===== config.mk =====
export PLATFORM = sky130hd
export DESIGN_NAME = muldiv_seq_ctrl_flat
export DESIGN_NICKNAME = d
export VERILOG_FILES = /design/src/rtl/muldiv_seq_ctrl_if.sv /design/src/rtl/muldiv_seq_ctrl.sv /design/src/flat_wrapper.sv
export SDC_FILE = /design/constraint.sdc
export NUM_CORES = 1
export LEC_CHECK = 0
export CAP_MARGIN = 20
export CORE_UTILIZATION = 42
export CTS_BUF_LIST = sky130_fd_sc_hd__clkbuf_8
export CTS_CLUSTER_DIAMETER = 150
export DETAILED_ROUTE_END_ITERATION = 8
export PLACE_DENSITY = 0.65
export RECOVER_POWER = 50
export SYNTH_ARGS = -nofsm -noshare
export SYNTH_HDL_FRONTEND = slang
export SYNTH_SLANG_ARGS = --single-unit

===== constraint.sdc =====
create_clock -name clk -period 5.82 [get_ports clk]
set_input_delay 0.873 -clock clk [delete_from_list [all_inputs] [get_ports clk]]
set_output_delay 0.873 -clock clk [all_outputs]
set_load 0.02 [all_outputs]

===== src/rtl/muldiv_seq_ctrl_if.sv =====
// Request/response bundle between the EX stage and the multiply/divide sequencer.
interface muldiv_seq_ctrl_if #(
    parameter int XLEN = 32
);
    logic            start;
    logic [2:0]      op;
    logic [XLEN-1:0] rs1;
    logic [XLEN-1:0] rs2;
    logic            flush;
    logic            busy;
    logic            stall;
    logic            done;
    logic [XLEN-1:0] result;

    modport master (
        output start, op, rs1, rs2, flush,
        input  busy, stall, done, result
    );

    modport slave (
        input  start, op, rs1, rs2, flush,
        output busy, stall, done, result
    );
endinterface


===== src/rtl/muldiv_seq_ctrl.sv =====
// Iterative RV32M sequencer: radix-2 shift-add multiply and restoring divide, one bit per cycle.
// Optional signed operation is enabled by defining MULDIV_SIGNED_EN.
module muldiv_seq_ctrl #(
    parameter int XLEN  = 32,
    parameter int CNT_W = $clog2(XLEN)
) (
    input logic              clk,
    input logic              rst,
    muldiv_seq_ctrl_if.slave bus
);
    typedef enum logic [1:0] {S_IDLE, S_CALC, S_DONE} state_t;

    state_t          r_state, w_state_nxt;
    logic [CNT_W-1:0] r_cnt;
    logic [2:0]      r_op;
    logic [XLEN-1:0] r_opnd, r_acc, r_lo, r_result;
    logic            w_accept, w_divz, w_last;
    logic [XLEN-1:0] w_a_abs, w_b_abs;
    logic [XLEN:0]   w_mul_sum, w_rem_sh, w_diff;
    logic [XLEN-1:0] w_acc_nxt, w_lo_nxt, w_raw, w_final;

`ifdef MULDIV_SIGNED_EN
    localparam int PW = 2 * XLEN;
    logic r_neg, w_neg, w_a_sgn, w_b_sgn, w_a_neg, w_b_neg;

    function automatic logic [XLEN-1:0] negate(input logic [XLEN-1:0] x);
        return ~x + XLEN'(1);
    endfunction

    function automatic logic [XLEN-1:0] negate_hi(input logic [PW-1:0] p);
        logic [PW-1:0] n;
        n = ~p + PW'(1);
        return n[PW-1:XLEN];
    endfunction
`endif

    assign w_accept = (r_state == S_IDLE) && bus.start && !bus.flush;
    assign w_divz   = bus.op[2] && (bus.rs2 == '0);
    assign w_last   = (r_state == S_CALC) && (r_cnt == '0) && !bus.flush;

    // Operand conditioning: the core loop only ever sees magnitudes.
    always_comb begin
        w_a_abs = bus.rs1;
        w_b_abs = bus.rs2;
`ifdef MULDIV_SIGNED_EN
        w_a_sgn = bus.op[2] ? ~bus.op[0] : (bus.op[1:0] == 2'b01 || bus.op[1:0] == 2'b10);
        w_b_sgn = bus.op[2] ? ~bus.op[0] : (bus.op[1:0] == 2'b01);
        w_a_neg = w_a_sgn & bus.rs1[XLEN-1];
        w_b_neg = w_b_sgn & bus.rs2[XLEN-1];
        if (w_a_neg) w_a_abs = negate(bus.rs1);
        if (w_b_neg) w_b_abs = negate(bus.rs2);
        // Remainder follows the dividend; everything else follows the operand sign product.
        w_neg = (bus.op[2] && bus.op[1]) ? w_a_neg : (w_a_neg ^ w_b_neg);
`endif
    end

    always_comb begin
        w_mul_sum = {1'b0, r_acc} + {1'b0, (r_lo[0] ? r_opnd : '0)};
        w_rem_sh  = {r_acc, r_lo[XLEN-1]};
        w_diff    = w_rem_sh - {1'b0, r_opnd};
        if (r_op[2]) begin
            if (!w_diff[XLEN]) begin
                w_acc_nxt = w_diff[XLEN-1:0];
                w_lo_nxt  = {r_lo[XLEN-2:0], 1'b1};
            end else begin
                w_acc_nxt = w_rem_sh[XLEN-1:0];
                w_lo_nxt  = {r_lo[XLEN-2:0], 1'b0};
            end
        end else begin
            w_acc_nxt = w_mul_sum[XLEN:1];
            w_lo_nxt  = {w_mul_sum[0], r_lo[XLEN-1:1]};
        end

        if (!r_op[2]) w_raw = (r_op[1:0] == 2'b00) ? w_lo_nxt : w_acc_nxt;
        else          w_raw = r_op[1] ? w_acc_nxt : w_lo_nxt;

        w_final = w_raw;
`ifdef MULDIV_SIGNED_EN
        if (r_neg) w_final = r_op[2] ? negate(w_raw) : negate_hi({w_acc_nxt, w_lo_nxt});
`endif
    end

    always_ff @(posedge clk or posedge rst) begin
        if (rst) r_state <= S_IDLE;
        else     r_state <= w_state_nxt;
    end

    always_comb begin
        w_state_nxt = r_state;
        bus.busy    = 1'b0;
        bus.stall   = 1'b0;
        bus.done    = 1'b0;
        case (r_state)
            S_IDLE: begin
                bus.stall = bus.start;
                if (bus.start && !bus.flush) w_state_nxt = w_divz ? S_DONE : S_CALC;
            end
            S_CALC: begin
                bus.busy  = 1'b1;
                bus.stall = 1'b1;
                if (bus.flush)         w_state_nxt = S_IDLE;
                else if (r_cnt == '0)  w_state_nxt = S_DONE;
            end
            S_DONE: begin
                bus.busy    = 1'b1;
                bus.done    = 1'b1;
                w_state_nxt = S_IDLE;
            end
            default: w_state_nxt = S_IDLE;
        endcase
    end

    // r_lo holds the multiplier (then product low half) or the dividend (then quotient).
    always_ff @(posedge clk or posedge rst) begin
        if (rst) begin
            r_op     <= '0;
            r_opnd   <= '0;
            r_acc    <= '0;
            r_lo     <= '0;
            r_cnt    <= '0;
            r_result <= '0;
`ifdef MULDIV_SIGNED_EN
            r_neg    <= 1'b0;
`endif
        end else if (w_accept) begin
            r_op   <= bus.op;
            r_acc  <= '0;
            r_cnt  <= CNT_W'(XLEN - 1);
            r_opnd <= bus.op[2] ? w_b_abs : w_a_abs;
            r_lo   <= bus.op[2] ? w_a_abs : w_b_abs;
`ifdef MULDIV_SIGNED_EN
            r_neg  <= w_neg;
`endif
            if (w_divz) r_result <= bus.op[1] ? bus.rs1 : '1;
        end else if (r_state == S_CALC) begin
            r_acc <= w_acc_nxt;
            r_lo  <= w_lo_nxt;
            if (r_cnt != '0) r_cnt <= r_cnt - CNT_W'(1);
            if (w_last) r_result <= w_final;
        end
    end

    assign bus.result = r_result;
endmodule


===== src/flat_wrapper.sv =====
// flat-port wrapper written by rule: the top's interface ports become plain ports
module muldiv_seq_ctrl_flat 
#(
    parameter int XLEN  = 32,
    parameter int CNT_W = $clog2(XLEN)
)
  (clk, rst, bus_start, bus_op, bus_rs1, bus_rs2, bus_flush, bus_busy, bus_stall, bus_done, bus_result);
  muldiv_seq_ctrl_if #(.XLEN(XLEN)) bus_i ();
  input logic clk;
  input logic rst;
  input wire logic [$bits(bus_i.start)-1:0] bus_start;
  input wire logic [$bits(bus_i.op)-1:0] bus_op;
  input wire logic [$bits(bus_i.rs1)-1:0] bus_rs1;
  input wire logic [$bits(bus_i.rs2)-1:0] bus_rs2;
  input wire logic [$bits(bus_i.flush)-1:0] bus_flush;
  output wire logic [$bits(bus_i.busy)-1:0] bus_busy;
  output wire logic [$bits(bus_i.stall)-1:0] bus_stall;
  output wire logic [$bits(bus_i.done)-1:0] bus_done;
  output wire logic [$bits(bus_i.result)-1:0] bus_result;
  assign bus_i.start = bus_start;
  assign bus_i.op = bus_op;
  assign bus_i.rs1 = bus_rs1;
  assign bus_i.rs2 = bus_rs2;
  assign bus_i.flush = bus_flush;
  assign bus_busy = bus_i.busy;
  assign bus_stall = bus_i.stall;
  assign bus_done = bus_i.done;
  assign bus_result = bus_i.result;
  muldiv_seq_ctrl #(.XLEN(XLEN), .CNT_W(CNT_W)) u_core (.clk(clk), .rst(rst), .bus(bus_i));
endmodule

==> run_results.csv <==
group,metric,value,unit
logic_synthesis,yosys_register_bits,138,
worst_setup_path,crit_path_max_fanout,24,
global_routing,antenna_found_initial,1,
clock_tree,h-tree-depth,4,
clock_tree,cts_hold_buffers,0,
placed_design,routabilityCongestion,0.958,
clock_tree,cts.sinks,138,
timing,rsz0062_at_grt,"false",
flow_run,max-cap-violations,3,
floorplanning,fp.dieArea,30300,um2
power,power.total,8.97,mW
timing,hold_violations,0,
routing,wl_met2,18.3,mm
clock_tree,clk_path_buf_depth,2,
logic_synthesis,ys_seq_area_share,27.8,%
logic_synthesis,synth-main-ff-cell,"dfrtp_1",
worst_setup_path,endpoint_kind,"flop",
hold_path,worstHoldPathType,"flop to flop",
logic_synthesis,postSynthAreaPerCell,7.93,um2
timing,setup_slack,1610,ps
routing,drt_first_pass_iters,6,
clock_tree,cts_resized,0,
clock_tree,cts_root_buffer,"clkbuf_8",
floorplanning,die_w,174,um
floorplanning,core-area,28900,um2
worst_setup_path,path_class,"primary input to flop",
power,ir_drop,324,uV
routing,wire_per_inst,21.9,um
finish,fin_cells,1999,
global_routing,track_usage,28.6,%
timing,layout_min_cycle_time,4210,ps
clock_tree,post-cts-setup-buffers,0,
floorplanning,rows,62,
clock_tree,numCtsBuffers,17,
timing,finClkSkew,11.0,ps
floorplanning,io_pins,106,
routing,first_iter_violations,1354,
routing,num_vias,12400,
global_routing,grt_max_degree,106,
routing,wirelength,43.7,mm
worst_setup_path,timing.rr.start,"u_core.r_lo[0]",
placed_design,hpwl,32.8,mm
finish,syn2layout_area_growth,13.0,%
routing,met1_length,20.4,mm
floorplanning,initial_core_util,43.0,%
finish,multi_input_area,8350,um2
logic_synthesis,synth-edff-count,0,
global_routing,grt_pass1_wl,67.1,mm
finish,n_fill_cell,2874,
placed_design,place_inst,1968,
timing,relSlewSlack,-36.3,%
outcome,failed_checks,"capacitance limit, slew limit",
clock_tree,cts_tree,"yes",
outcome,status,"finished with violations",
placed_design,place_ws,1510,ps
logic_synthesis,syn_nets,1707,
clock_tree,clk_latency,460,ps
routing,detail-route-antenna-nets,0,
finish,regArea,3450,um2
hold_path,hp-start,"u_core.r_cnt[4]",
logic_synthesis,syn_area,12400,um2
finish,fin_util,48.6,%
timing,finalSetupTns,0,ps
routing,routed.top_layer,"met4",
global_routing,first_global_vias,11500,
logic_synthesis,yosysUniqueCellTypes,82,
routing,met3WireLength,4.15,mm
global_routing,overflow,0,
logic_synthesis,synth-async-reset-ratio,100,%
timing,finalSetupViolations,0,
logic_synthesis,syn_inst,1565,
placed_design,port-buffer-count,105,
finish,nets,1745,
worst_setup_path,required,6150,ps
timing,tightestPinTransition,2040,ps
power,p_leak,6.00,nW
power,cellPowerDensity,639,nW/um2
floorplanning,die_h,174,um
worst_setup_path,arrival,4540,ps
worst_setup_path,cp-start-kind,"primary input",
clock_tree,path_clk_slew,80,ps
routing,drc_errors,0,
timing,fmax,238,MHz
routing,routed_via_density,6.21,
finish,layout-drive-gt1-share,5.82,%
timing,slew_violations,80,
finish,antenna_cells,0,
logic_synthesis,ys_warn_count,0,
worst_setup_path,startpoint,"bus_start",
timing,fin_crit_sh,72.3,%
critical path, stage by stage:
cell and delay [ps]:
dlygate4sd3_1 550, nand2b_1 130, nor2_1 1080, nand2_1 800, buf_4 440, or3_1 320
o21ai_0 100, nand2b_1 140, o22ai_1 70
cells by family (layout without fill, tap and decap cells):
| logic type | count (synthesis) | in the layout | share of synthesized area, % |
|---|---|---|---|
| flip-flops | 138 | 138 | 27.8 |
| buffers and inverters | 154 | 204 | 5.13 |
| adder cells (fa/ha/maj) | 71 | 71 | 7.27 |
| AO/OA/AOI/OAI | 519 | 519 | 26.2 |
| multiplexers | 128 | 128 | 10.6 |
| XOR/XNOR | 59 | 59 | 4.16 |
| AND/OR/NAND/NOR | 496 | 496 | 18.8 |
layout make-up:
class | instances | area share (%)
clock buffers | 21 | 2.06
clock inverters | 10 | 0.713
inverters | 52 | 1.43
multi-input cells | 1273 | 59.5
flip-flops and latches | 138 | 24.6
well taps | 384 | 3.42
repair buffers | 121 | 8.25
power breakdown:
part           internal, mW  switching (mW)
Clock                 0.417           0.394
Sequential             1.32           0.642
Combinational          2.34            3.86
per-layer routing:
metal	up-vias	GRT usage, %
met4	0	7.68
met2	581	41.3
met3	64	6.52
met5	-	0
met1	5976	42.4
li1	5783	-
final timing paths:
kind | endpoint | slack, ps | depth (start not counted)
setup / recovery | u_core.bus.result[26] | 1610 | 9
hold / removal | u_core.r_cnt[4] | 530 | 2
setup reg to reg | u_core.r_acc[30] | 1780 | 11
hold reg to reg | u_core.r_cnt[4] | 530 | 2
max in group asynchronous | u_core.r_acc[28] | 2220 | 3
min in group asynchronous | u_core.r_cnt[0] | 1110 | 2
cells in the mapped netlist, types with 8 or more instances:
cell type | instances | area, um2
buf_1 | 15 | 56.3
dfrtp_1 | 138 | 3450
a31oi_1 | 14 | 87.6
o211ai_1 | 53 | 398
and2_1 | 34 | 213
inv_1 | 50 | 188
nor4_1 | 9 | 56.3
or2_2 | 10 | 62.6
xor2_1 | 26 | 228
and3_1 | 11 | 68.8
nand4_1 | 12 | 75.1
xnor2_1 | 33 | 289
nand2b_1 | 12 | 75.1
ha_1 | 69 | 863
clkbuf_1 | 73 | 274
nand2_1 | 153 | 574
or3_1 | 17 | 106
nor2_1 | 142 | 533
a21o_1 | 31 | 233
mux2i_1 | 110 | 1100
nor2b_1 | 10 | 62.6
o21a_1 | 9 | 67.6
o221ai_1 | 9 | 78.8
o21ai_0 | 135 | 676
a22oi_1 | 8 | 60.1
nand3_1 | 23 | 115
a21oi_1 | 168 | 841
mux2_2 | 11 | 124
nor3_1 | 45 | 225
a211oi_1 | 13 | 97.6
flip-flops by register name (all words and copies together), names as in the netlist:
| name | cells |
|---|---|
| u_core.bus.result | 32 |
| u_core.r_acc | 32 |
| u_core.r_lo | 32 |
| u_core.r_opnd | 32 |
| u_core.r_cnt | 5 |
| u_core.r_op | 3 |
| u_core.r_state | 2 |
layout by cell type (no fill, tap or decap), types with 10 or more instances in the layout:
cell type / Yosys / routed
and2_1: 34 / 34
and3_1: 11 / 11
nand2b_1: 12 / 12
ha_1: 69 / 68
a21o_1: 31 / 31
xor2_1: 26 / 26
a31oi_1: 14 / 14
o211ai_1: 53 / 53
buf_4: 3 / 14
dfrtp_1: 138 / 138
mux2_2: 11 / 11
nand3_1: 23 / 23
nor2b_1: 10 / 10
nor2_1: 142 / 140
or3_1: 17 / 17
o21ai_0: 135 / 135
mux2i_1: 110 / 110
nand4_1: 12 / 12
nand2_1: 153 / 153
inv_1: 50 / 51
clkdlybuf4s50_1: 0 / 101
a211oi_1: 13 / 13
nor3_1: 45 / 44
a21oi_1: 168 / 168
xnor2_1: 33 / 33
clkbuf_8: 0 / 21
metrics by stage:
stage,cell area [um2],hold WS [ps]
CTS,14100,525
floorplan,12400,481
global placement,13700,507
global route,14000,571
finish,14000,526
detailed placement,13700,501
(Power assumes the default switching activity.)
